`config.mk`:
```
export PLATFORM = sky130hd
export DESIGN_NAME = uart_tx_frame_gen
export DESIGN_NICKNAME = d
export VERILOG_FILES = /design/src/rtl/uart_tx_frame_gen.sv
export SDC_FILE = /design/constraint.sdc
export NUM_CORES = 1
export LEC_CHECK = 0
export CAP_MARGIN = 5
export CORE_ASPECT_RATIO = 0.75
export CORE_MARGIN = 8
export CORE_UTILIZATION = 55
export CTS_CLUSTER_SIZE = 14
export DETAILED_ROUTE_END_ITERATION = 6
export DONT_BUFFER_PORTS = 1
export GPL_TIMING_DRIVEN = 1
export MAX_ROUTING_LAYER = met4
export PLACE_DENSITY = 0.7
export SYNTH_ARGS = -nofsm -noshare
export SYNTH_HDL_FRONTEND = slang
export SYNTH_SLANG_ARGS = --single-unit
```
`constraint.sdc`:
```
create_clock -name CLK -period 2.4 [get_ports CLK]
set_clock_uncertainty 0.2 [all_clocks]
set_input_delay 0.72 -clock CLK [delete_from_list [all_inputs] [get_ports CLK]]
set_output_delay 0.72 -clock CLK [all_outputs]
set_load 0.05 [all_outputs]
```
`src/rtl/uart_tx_frame_gen.sv`:
```
// UART frame serialiser: start, DATA_WIDTH data bits LSB first, optional parity, 1-2 stop bits.
// Define UART_TX_BREAK_EN to build the line-break generator (BREAK_BITS low periods plus one mark period).
module uart_tx_frame_gen #(
    parameter int unsigned DATA_WIDTH = 8,
    parameter int unsigned DIV_W      = 16,
    parameter int unsigned BREAK_BITS = 12
) (
    input  logic                  CLK,
    input  logic                  RST,
    input  logic                  Data_Valid,
    input  logic [DATA_WIDTH-1:0] P_DATA,
    input  logic                  PAR_EN,
    input  logic                  PAR_TYP,
    input  logic                  STOP2,
    input  logic [DIV_W-1:0]      Baud_Div,
    input  logic                  Break_Req,
    output logic                  TX_OUT,
    output logic                  busy
);

    localparam int unsigned IDX_W = (DATA_WIDTH > 1) ? $clog2(DATA_WIDTH) : 1;
    localparam logic [IDX_W-1:0] LAST_IDX = IDX_W'(DATA_WIDTH - 1);

    typedef enum logic [2:0] {
        S_IDLE,
        S_START,
        S_DATA,
        S_PARITY,
        S_STOP
`ifdef UART_TX_BREAK_EN
        , S_BREAK
`endif
    } state_t;

    state_t                state;
    logic [DIV_W-1:0]      div_cnt;
    logic [DIV_W-1:0]      div_rld;
    logic [IDX_W-1:0]      bit_idx;
    logic [DATA_WIDTH-1:0] shreg;
    logic                  par_bit;
    logic                  par_en_q;
    logic                  stop2_q;
    logic                  stop_left;

    // Divider 0 behaves as 1, so the reload value saturates at zero.
    logic [DIV_W-1:0] div_m1_c;
    logic             div_done_c;
    assign div_m1_c   = (Baud_Div == '0) ? '0 : Baud_Div - DIV_W'(1);
    assign div_done_c = (div_cnt == '0);

`ifdef UART_TX_BREAK_EN
    localparam int unsigned BRK_W = $clog2(BREAK_BITS + 1);
    logic [BRK_W-1:0] brk_cnt;
`else
    localparam int unsigned UNUSED_BREAK_BITS = BREAK_BITS;
    logic unused_break_req;
    assign unused_break_req = Break_Req;
`endif

    always_ff @(posedge CLK or posedge RST) begin
        if (RST) begin
            state     <= S_IDLE;
            TX_OUT    <= 1'b1;
            busy      <= 1'b0;
            div_cnt   <= '0;
            div_rld   <= '0;
            bit_idx   <= '0;
            shreg     <= '0;
            par_bit   <= 1'b0;
            par_en_q  <= 1'b0;
            stop2_q   <= 1'b0;
            stop_left <= 1'b0;
`ifdef UART_TX_BREAK_EN
            brk_cnt   <= '0;
`endif
        end else if (state == S_IDLE) begin
`ifdef UART_TX_BREAK_EN
            if (Break_Req) begin
                state   <= S_BREAK;
                TX_OUT  <= 1'b0;
                busy    <= 1'b1;
                div_cnt <= div_m1_c;
                div_rld <= div_m1_c;
                brk_cnt <= BRK_W'(BREAK_BITS);
            end else
`endif
            if (Data_Valid) begin
                state    <= S_START;
                TX_OUT   <= 1'b0;
                busy     <= 1'b1;
                div_cnt  <= div_m1_c;
                div_rld  <= div_m1_c;
                shreg    <= P_DATA;
                par_bit  <= (^P_DATA) ^ PAR_TYP;
                par_en_q <= PAR_EN;
                stop2_q  <= STOP2;
            end
        end else if (!div_done_c) begin
            div_cnt <= div_cnt - DIV_W'(1);
        end else begin
            // End of a bit period: reload the divider and present the next bit.
            div_cnt <= div_rld;
            case (state)
                S_START: begin
                    state   <= S_DATA;
                    TX_OUT  <= shreg[0];
                    shreg   <= shreg >> 1;
                    bit_idx <= '0;
                end
                S_DATA: begin
                    if (bit_idx == LAST_IDX) begin
                        if (par_en_q) begin
                            state  <= S_PARITY;
                            TX_OUT <= par_bit;
                        end else begin
                            state     <= S_STOP;
                            TX_OUT    <= 1'b1;
                            stop_left <= stop2_q;
                        end
                    end else begin
                        bit_idx <= bit_idx + IDX_W'(1);
                        TX_OUT  <= shreg[0];
                        shreg   <= shreg >> 1;
                    end
                end
                S_PARITY: begin
                    state     <= S_STOP;
                    TX_OUT    <= 1'b1;
                    stop_left <= stop2_q;
                end
                S_STOP: begin
                    if (stop_left) begin
                        stop_left <= 1'b0;
                    end else begin
                        state <= S_IDLE;
                        busy  <= 1'b0;
                    end
                end
`ifdef UART_TX_BREAK_EN
                // brk_cnt counts remaining low periods; the period at zero is the mark.
                S_BREAK: begin
                    if (brk_cnt == BRK_W'(1)) begin
                        TX_OUT  <= 1'b1;
                        brk_cnt <= brk_cnt - BRK_W'(1);
                    end else if (brk_cnt == '0) begin
                        state <= S_IDLE;
                        busy  <= 1'b0;
                    end else begin
                        brk_cnt <= brk_cnt - BRK_W'(1);
                    end
                end
`endif
                default: begin
                    state <= S_IDLE;
                end
            endcase
        end
    end

endmodule

```
[Word level (Yosys, flattened, before mapping)]
Index checks and enable logic that the tools add are counted.
Storage, ports and cells
  output and inout bits: 2
  register bits after elaboration: 52
  input bits: 31
Cells by class
  bitwise logic cells: 2
  reduce and logical (&&, ||, !) cells: 17
  mux-type cells: 32
  $add $sub $neg: 3
  equality and inequality tests: 13
Operator list (number)
  2-to-1 mux 16 bit: 4
  logical NOT 16 bit: 2
  2-to-1 mux 8 bit: 4
  subtractor 16 x 1 -> 16 bit, second input constant: 2
  2-to-1 mux 3 bit: 7
  case mux 8 bit (2 select lines): 1
  AND reduction 4 bit: 4
  2-to-1 mux 1 bit: 12
  case mux 3 bit (4 select lines): 1
  != test 3 bit, second input constant: 3
  != test 2 bit, second input constant: 4
  parity 8 bit: 1
  equality test 3 x 2 -> 1 bit, second input constant: 2
  equality test 3 bit, second input constant: 2
  case mux 1 bit (3 select lines): 2
  case mux 3 bit (2 select lines): 1
  nonzero test 2 bit: 3
  nonzero test 3 bit: 2
  AND reduction 5 bit: 1
  nonzero test 4 bit: 1
  adder 3 x 1 -> 3 bit, second input constant: 1
  equality test 3 x 1 -> 1 bit, second input constant: 1
  logical NOT 3 bit: 1
  AND reduction 3 bit: 1
  4 further kinds: 4

[Longest topological paths before layout]
Gate-level depths: netlist (run 1).
  depth in word-level cells: 5
  gate-level depth with buffers: 9
  gate-level depth less buffers: 7

[Worst setup path before layout (run 1)]
No wires, ideal clock.
  kind: input to register
  start point: input Baud_Div[0]
  end point: register div_cnt[11]
  arrival time: 2077 ps
  library setup time: 126 ps
  stages on the path: 7
  setup slack: -3 ps
  cell sequence: inv_1 -> ha_1 -> nor4b_1 -> nand4_1 -> nand2_1 -> nor2_1 -> o32a_1
Between the ends
  cells in the longest elaborated chain, start to end: 4
  elaborated cells between the ends (all ways): 5
  those cells by class: add/sub (1); mux (3); reduce/logical (1)
Ends and longest elaborated chain
  from (decl): RTL line 15  | input logic [DIV_W-1:0] Baud_Div,
  subtractor 16 x 1 -> 16 bit or logical NOT 16 bit (tied branches): RTL line 48  | assign div_m1_c = (Baud_Div == '0) ? '0 : Baud_Div - DIV_W'(1);
  2-to-1 mux 16 bit *: RTL line 48
  2-to-1 mux 16 bit *: RTL line 87  | if (Data_Valid) begin
  2-to-1 mux 16 bit *: RTL line 76  | end else if (state == S_IDLE) begin
  to (signal assigned): RTL line 91  | div_cnt <= div_m1_c;
  to (signal assigned): RTL line 99  | div_cnt <= div_cnt - DIV_W'(1);
  to (signal assigned): RTL line 102  | div_cnt <= div_rld;
  to (decl): RTL line 36  | logic [DIV_W-1:0] div_cnt;
Every way passes the cells marked *; elsewhere a longest branch is shown, timed or not. The select of a mux whose other input is x is not followed.
A chain may end at the register's enable or synchronous reset.

[Final worst setup path (run 1)]
  start point: register div_cnt[0]
  end point: register TX_OUT
Between the ends
  cells in the longest elaborated chain, start to end: 3
Ends and longest elaborated chain
  logical NOT 16 bit: RTL line 49  | assign div_done_c = (div_cnt == '0);
  nonzero test 2 bit (no line)
  AND reduction 3 bit (no line)
  to (signal assigned): RTL line 106  | TX_OUT <= shreg[0];
  to (signal assigned): RTL line 114  | TX_OUT <= par_bit;
  to (signal assigned): RTL line 122  | TX_OUT <= shreg[0];
  to (decl): RTL line 17  | output logic TX_OUT,
No other way between the ends.

==> results.sh, run 1 <==
export IMPL_cts_path_max_buffers=2
export IMPL_core_um2=5800
export IMPL_intPower_mw=1.85
export IMPL_crit_chain="inv_1, ha_1, nor3b_2, and4_1, nor2_2, nor3_1, mux2_1"
export IMPL_synth_cell_types=66
export IMPL_rows=24
export IMPL_dpl_cell_area_um2=3580
export IMPL_slew_violations=0
export IMPL_pin_count=33
export IMPL_clk_insertion_delay_late_ns=0.30
export IMPL_post_cts_setup_buffers=0
export IMPL_start_util=0.568
export IMPL_synth_adder_area_share=0.0190
export IMPL_synth_commonest_cells="60 x nand2_1, 51 x dfrtp_1, 27 x nor2_1"
export IMPL_synth_seq_cells=52
export IMPL_gp_congestion=0.893
export IMPL_synth_mux_area_frac=0.0475
export IMPL_placed_cells=460
export IMPL_syn_nets=400
export IMPL_instances_no_fill=468
export IMPL_cp_slowest_cell="nor2_2"
export IMPL_finalSetupViolCount=0
export IMPL_crit_family="simple AND/OR/NAND/NOR gates"
export IMPL_syn2layout_area_growth_pct=12.9
export IMPL_fin_crit_ns=2.26
export IMPL_pwr_share_comb=0.342
export IMPL_pwr_share_clk=0.225
export IMPL_htreeDepth=2
export IMPL_p_leak_nw=1.59
export IMPL_drtIter0Drc=229
export IMPL_grt_pass1_vias=2751
export IMPL_irDropWorstVdd_uv=594
export IMPL_grt_first_pass_wirelength_um=14100
export IMPL_path_class="reg -> reg"
export IMPL_final_net_count=425
export IMPL_synth_area_leaders="dfrtp_1 39%, nand2_1 6.8%, xnor2_1 4.0%"
export IMPL_avgSynthCellArea_um2=9.04
export IMPL_worst_path_buf_inv=1
export IMPL_overflow=0
export IMPL_antenna_found_initial=0
export IMPL_cts_tree="done"
export IMPL_fp_dieH_um=83.0
export IMPL_finalPower_mw=2.86
export IMPL_dp_hpwl_um=6450
export IMPL_fmax_mhz=442
export IMPL_firstDrtPassIters=5
export IMPL_cts_hold_buffers=0
export IMPL_switchingPower_mw=1.01
export IMPL_yosys_warnings=0
export IMPL_synth_edf_count=0
export IMPL_endpoint_kind="flip-flop"
export IMPL_dr_total_vias=2836
export IMPL_cp_data_required_time_ns=2.43
export IMPL_post_cts_resized=0
export IMPL_portBuffers=0
export IMPL_hold_violations=0
export IMPL_die_area_um2=8740
export IMPL_track_usage=0.200
export IMPL_antenna_left=0
export IMPL_grt_max_degree=32
export IMPL_max_stage_delay_ns=0.43
export IMPL_yosys_area_top_type="dfrtp_1"
export IMPL_synth_seq_area_share=0.396
export IMPL_netlist_instances=364
export IMPL_synth_top_area_frac=0.388
export IMPL_cts_root_buffer="clkbuf_8"
export IMPL_synth_xor_area_frac=0.0586
export IMPL_multiInputGateArea_um2=1890
export IMPL_arrival_ns=2.29
export IMPL_wire_per_inst_um=17.7
export IMPL_design_area_um2=3710
export IMPL_status="finished, final reports clean"
export IMPL_num_antenna_cells=0
export IMPL_clk_pin_slew_ns=0.10
export IMPL_crit_fanout=10
export IMPL_rsz0062_at_grt="no"
export IMPL_period_share=0.942
export IMPL_cap_violations=0
export IMPL_cts_made_buffers=5
export IMPL_slew_headroom=0.575
export IMPL_crit_path_start_kind="flip-flop"
export IMPL_drive_above_1_share=0.162
export IMPL_synth_compound_area_frac=0.185
export IMPL_drc=0
export IMPL_synth_top_family_by_area="simple AND/OR/NAND/NOR gates"
export IMPL_synth_simple_area_share=0.258
export IMPL_power_density_nw_per_um2=770
export IMPL_async_flop_share=1.00
export IMPL_tightest_slew_ns=0.632
export IMPL_syn_cell_area_um2=3290
export IMPL_switching_share=0.354
export IMPL_synth_most_common_cell="nand2_1"
export IMPL_cts_sinks=52
export IMPL_seq_area_um2=1300
export IMPL_viasPerCell=6.06
export IMPL_die_w_um=105
export IMPL_n_fill_cell=499
export IMPL_synthFlopType="dfrtp_1"
export IMPL_wl_um=8270
export IMPL_min_path_type="in -> async"
export IMPL_seqPwrFrac=0.434
-- worst paths after layout --
check                                  end  slack (ns)  depth (start not counted)  startpoint
max in group asynchronous           TX_OUT        1.29                          2         RST
worst max-delay path                TX_OUT        0.14                          7  div_cnt[0]
min in group CLK                   stop2_q        0.29                          2     stop2_q
worst min register to register     stop2_q        0.29                          2     stop2_q
worst max register to register      TX_OUT        0.14                          7  div_cnt[0]
worst min-delay path            div_cnt[4]        0.11                          1         RST
-- area by class of cell --
type	count	area share
Clock inverter	2	0.0104
Inverter	10	0.0101
Tap cell	78	0.0263
Sequential cell	52	0.351
Timing Repair Buffer	33	0.0701
Clock buffer	6	0.0222
Multi-Input combinational cell	287	0.510
-- cells by family (layout without fill, tap and decap cells) --
logic type	count (synthesis)	in the layout
DFF	52	52
adders and majority gates	5	5
and+or+nand+nor	159	159
xor gates and xnor gates	22	22
AOI/OAI and AO/OA	87	87
buffers and inverters	25	51
muxes	14	14
-- registers in the layout, indices dropped and copies added (netlist names), 3 cells and up --
signal,count
bit_idx,3
div_cnt,16
div_rld,16
shreg,8
state,3
-- power by group through the flow --
stage | registers [mW] | logic, mW | clock network, mW
after floorplan | 1.20 | 0.672 | 0
after global placement | 1.24 | 0.926 | 0
after detailed placement | 1.25 | 0.954 | 0
after CTS | 1.23 | 0.960 | 0.649
after global routing | 1.26 | 1.09 | 0.686
final | 1.24 | 0.976 | 0.642
-- placed cells by master (no fill, tap or decap), types with 11 or more instances in the layout --
cell type / count
o21ai_0: 21
dfrtp_1: 51
o21ai_1: 12
nor3_1: 11
buf_4: 32
nand2_1: 60
nor2_1: 27
xnor2_1: 15
-- worst reg2reg max path: stages (launching register included) --
cell     delay (ns)
dfrtp_1        0.40
inv_1          0.11
ha_1           0.21
nor3b_2        0.17
and4_1         0.23
nor2_2         0.43
nor3_1         0.12
mux2_1         0.33
-- stage by stage --
stage | util | setup slack [ns] | TNS (ns) | hold slack [ns]
floorplan | - | 0.132 | 0 | 0.246
global placement | 0.617 | -0.0312 | -0.0312 | 0.260
detailed placement | 0.617 | -0.0433 | -0.0433 | 0.262
CTS | 0.638 | 0.0622 | 0 | 0.112
global route | 0.641 | 0.0454 | 0 | 0.133
finish | 0.641 | 0.140 | 0 | 0.106
-- metal layers --
metal / share of wire / wire length, µm / global-route usage
met1: 0.50 / 4140 / 0.296
met5: 0 / 0 / -
met2: 0.43 / 3550 / 0.277
met3: 0.064 / 528 / 0.0386
met4: 0.0064 / 53 / 0.0349
Note: power is estimated with default switching activity, not from simulation.
==> run 2: changes to the inputs <==
--- a/config.mk
+++ b/config.mk
@@ -8,13 +8,13 @@
 export CAP_MARGIN = 5
 export CORE_ASPECT_RATIO = 0.75
 export CORE_MARGIN = 8
-export CORE_UTILIZATION = 55
+export CORE_UTILIZATION = 60
 export CTS_CLUSTER_SIZE = 14
 export DETAILED_ROUTE_END_ITERATION = 6
 export DONT_BUFFER_PORTS = 1
 export GPL_TIMING_DRIVEN = 1
 export MAX_ROUTING_LAYER = met4
-export PLACE_DENSITY = 0.7
+export PLACE_DENSITY = 0.76
 export SYNTH_ARGS = -nofsm -noshare
 export SYNTH_HDL_FRONTEND = slang
 export SYNTH_SLANG_ARGS = --single-unit
==> results.sh, run 2 (synthesis results as in run 1) <==
export IMPL_core_um2=5320
export IMPL_r2r_slack_ns=0.08
export IMPL_top_regs="div_cnt (16), div_rld (16), shreg (8)"
export IMPL_place_ws_ns=-0.0704
export IMPL_layout_common_cells="60 x nand2_1, 51 x dfrtp_1, 31 x buf_4"
export IMPL_slew_headroom=0.578
export IMPL_viasPerCell=6.23
export IMPL_dpl_cell_area_um2=3560
export IMPL_tightest_slew_ns=0.632
export IMPL_cts_hold_buffers=0
export IMPL_dp_hpwl_um=6500
export IMPL_drc=0
export IMPL_grt_first_pass_wirelength_um=14400
export IMPL_num_antenna_cells=0
export IMPL_grt_pass1_vias=2809
export IMPL_rsz0062_at_grt="no"
export IMPL_slew_violations=0
export IMPL_crit_fanout=5
export IMPL_finalSetupViolCount=0
export IMPL_cts_tree="done"
export IMPL_period_share=0.969
export IMPL_irDropWorstVdd_uv=439
export IMPL_cts_root_buffer="clkbuf_8"
export IMPL_cts_made_buffers=5
export IMPL_die_w_um=101
export IMPL_htreeDepth=2
export IMPL_whs_ns=0.0852
export IMPL_path_class="reg -> reg"
export IMPL_portBuffers=0
export IMPL_post_cts_setup_buffers=0
export IMPL_arrival_ns=2.33
export IMPL_antenna_found_initial=0
export IMPL_dr_total_vias=2892
export IMPL_instances_no_fill=464
export IMPL_firstDrtPassIters=5
export IMPL_drive_above_1_share=0.159
export IMPL_cts_sinks=52
export IMPL_start_util=0.618
export IMPL_cap_violations=0
export IMPL_placed_cells=456
export IMPL_track_usage=0.232
export IMPL_cts_path_max_buffers=2
export IMPL_wire_per_inst_um=18.2
export IMPL_gp_congestion=0.931
export IMPL_setup_ws_ns=0.0753
export IMPL_final_net_count=424
export IMPL_fp_dieH_um=80.1
export IMPL_status="finished, final reports clean"
export IMPL_endpoint_kind="flip-flop"
export IMPL_tns_ns=0
export IMPL_wl_um=8460
export IMPL_crit_path_start_kind="flip-flop"
export IMPL_overflow=0
export IMPL_hold_violations=0
export IMPL_antenna_left=0
export IMPL_power_density_nw_per_um2=774
export IMPL_pin_count=33
export IMPL_rows=23
export IMPL_drtIter0Drc=313
export IMPL_die_area_um2=8130
export IMPL_cp_data_required_time_ns=2.40
export IMPL_grt_max_degree=33
export IMPL_clk_insertion_delay_late_ns=0.32
export IMPL_p_leak_nw=1.59
export IMPL_min_path_type="in -> async"
export IMPL_design_area_um2=3680
export IMPL_syn2layout_area_growth_pct=12.0
export IMPL_fin_crit_ns=2.32
export IMPL_clk_pin_slew_ns=0.10
export IMPL_fmax_mhz=430
export IMPL_final_common_cell="nand2_1"
## run 2: cell count changes in the layout (fill, tap and decap cells not counted), sizes merged
cell  change
buf       -1
## run 2: path summary, 6_finish.rpt
path,startpoint,cells after the start,endpoint
max,div_cnt[1],7,div_cnt[14]
min,RST,1,shreg[5]
max reg2reg,div_cnt[1],7,div_cnt[14]
min reg2reg,div_rld[6],2,div_rld[6]
max in group asynchronous,RST,2,div_cnt[13]
min in group CLK,div_rld[6],2,div_rld[6]
## run 2: cell type report
cell class	instances	area, µm²
well taps	75	93.8
flip-flops and latches	52	1300
repair buffers	32	253
fillers	421	1640
inverters	10	37.5
multi-input cells	287	1890
clock inverters	2	35.0
clock buffers	6	72.6
## run 2: through the flow
stage	utilization	total power, mW
after floorplan	-	1.87
after global placement	0.670	2.17
after detailed placement	0.670	2.22
after CTS	0.690	2.82
after global routing	0.692	3.01
final	0.692	2.85
## run 2: routing by layer
metal  routed length, µm  global-route usage  share of wire
met5                   0                   -              0
met4                  97              0.0652          0.011
met3                 690              0.0518          0.082
met2                3700               0.334           0.44
met1                3960               0.320           0.47
## run 2: repair_timing
action | CTS | global route
endpoints found under the hold margin | 0 | 0
setup endpoints to repair | 0 | 23
gates resized for setup | 0 | 3
## run 2: worst max-delay path, cell delays in order, from the launching register on
cell and delay [ns]:
dfrtp_1 0.41, inv_1 0.13, ha_1 0.32, nor4b_1 0.28, a41oi_1 0.15, a32o_1 0.28
o21bai_1 0.16, a221o_1 0.27
## run 2: power breakdown
part / switching, mW / total [mW] / internal (mW)
Clock: 0.300 / 0.610 / 0.310
Sequential: 0.212 / 1.24 / 1.03
Combinational: 0.524 / 1.01 / 0.482
Total: 1.04 / 2.85 / 1.82
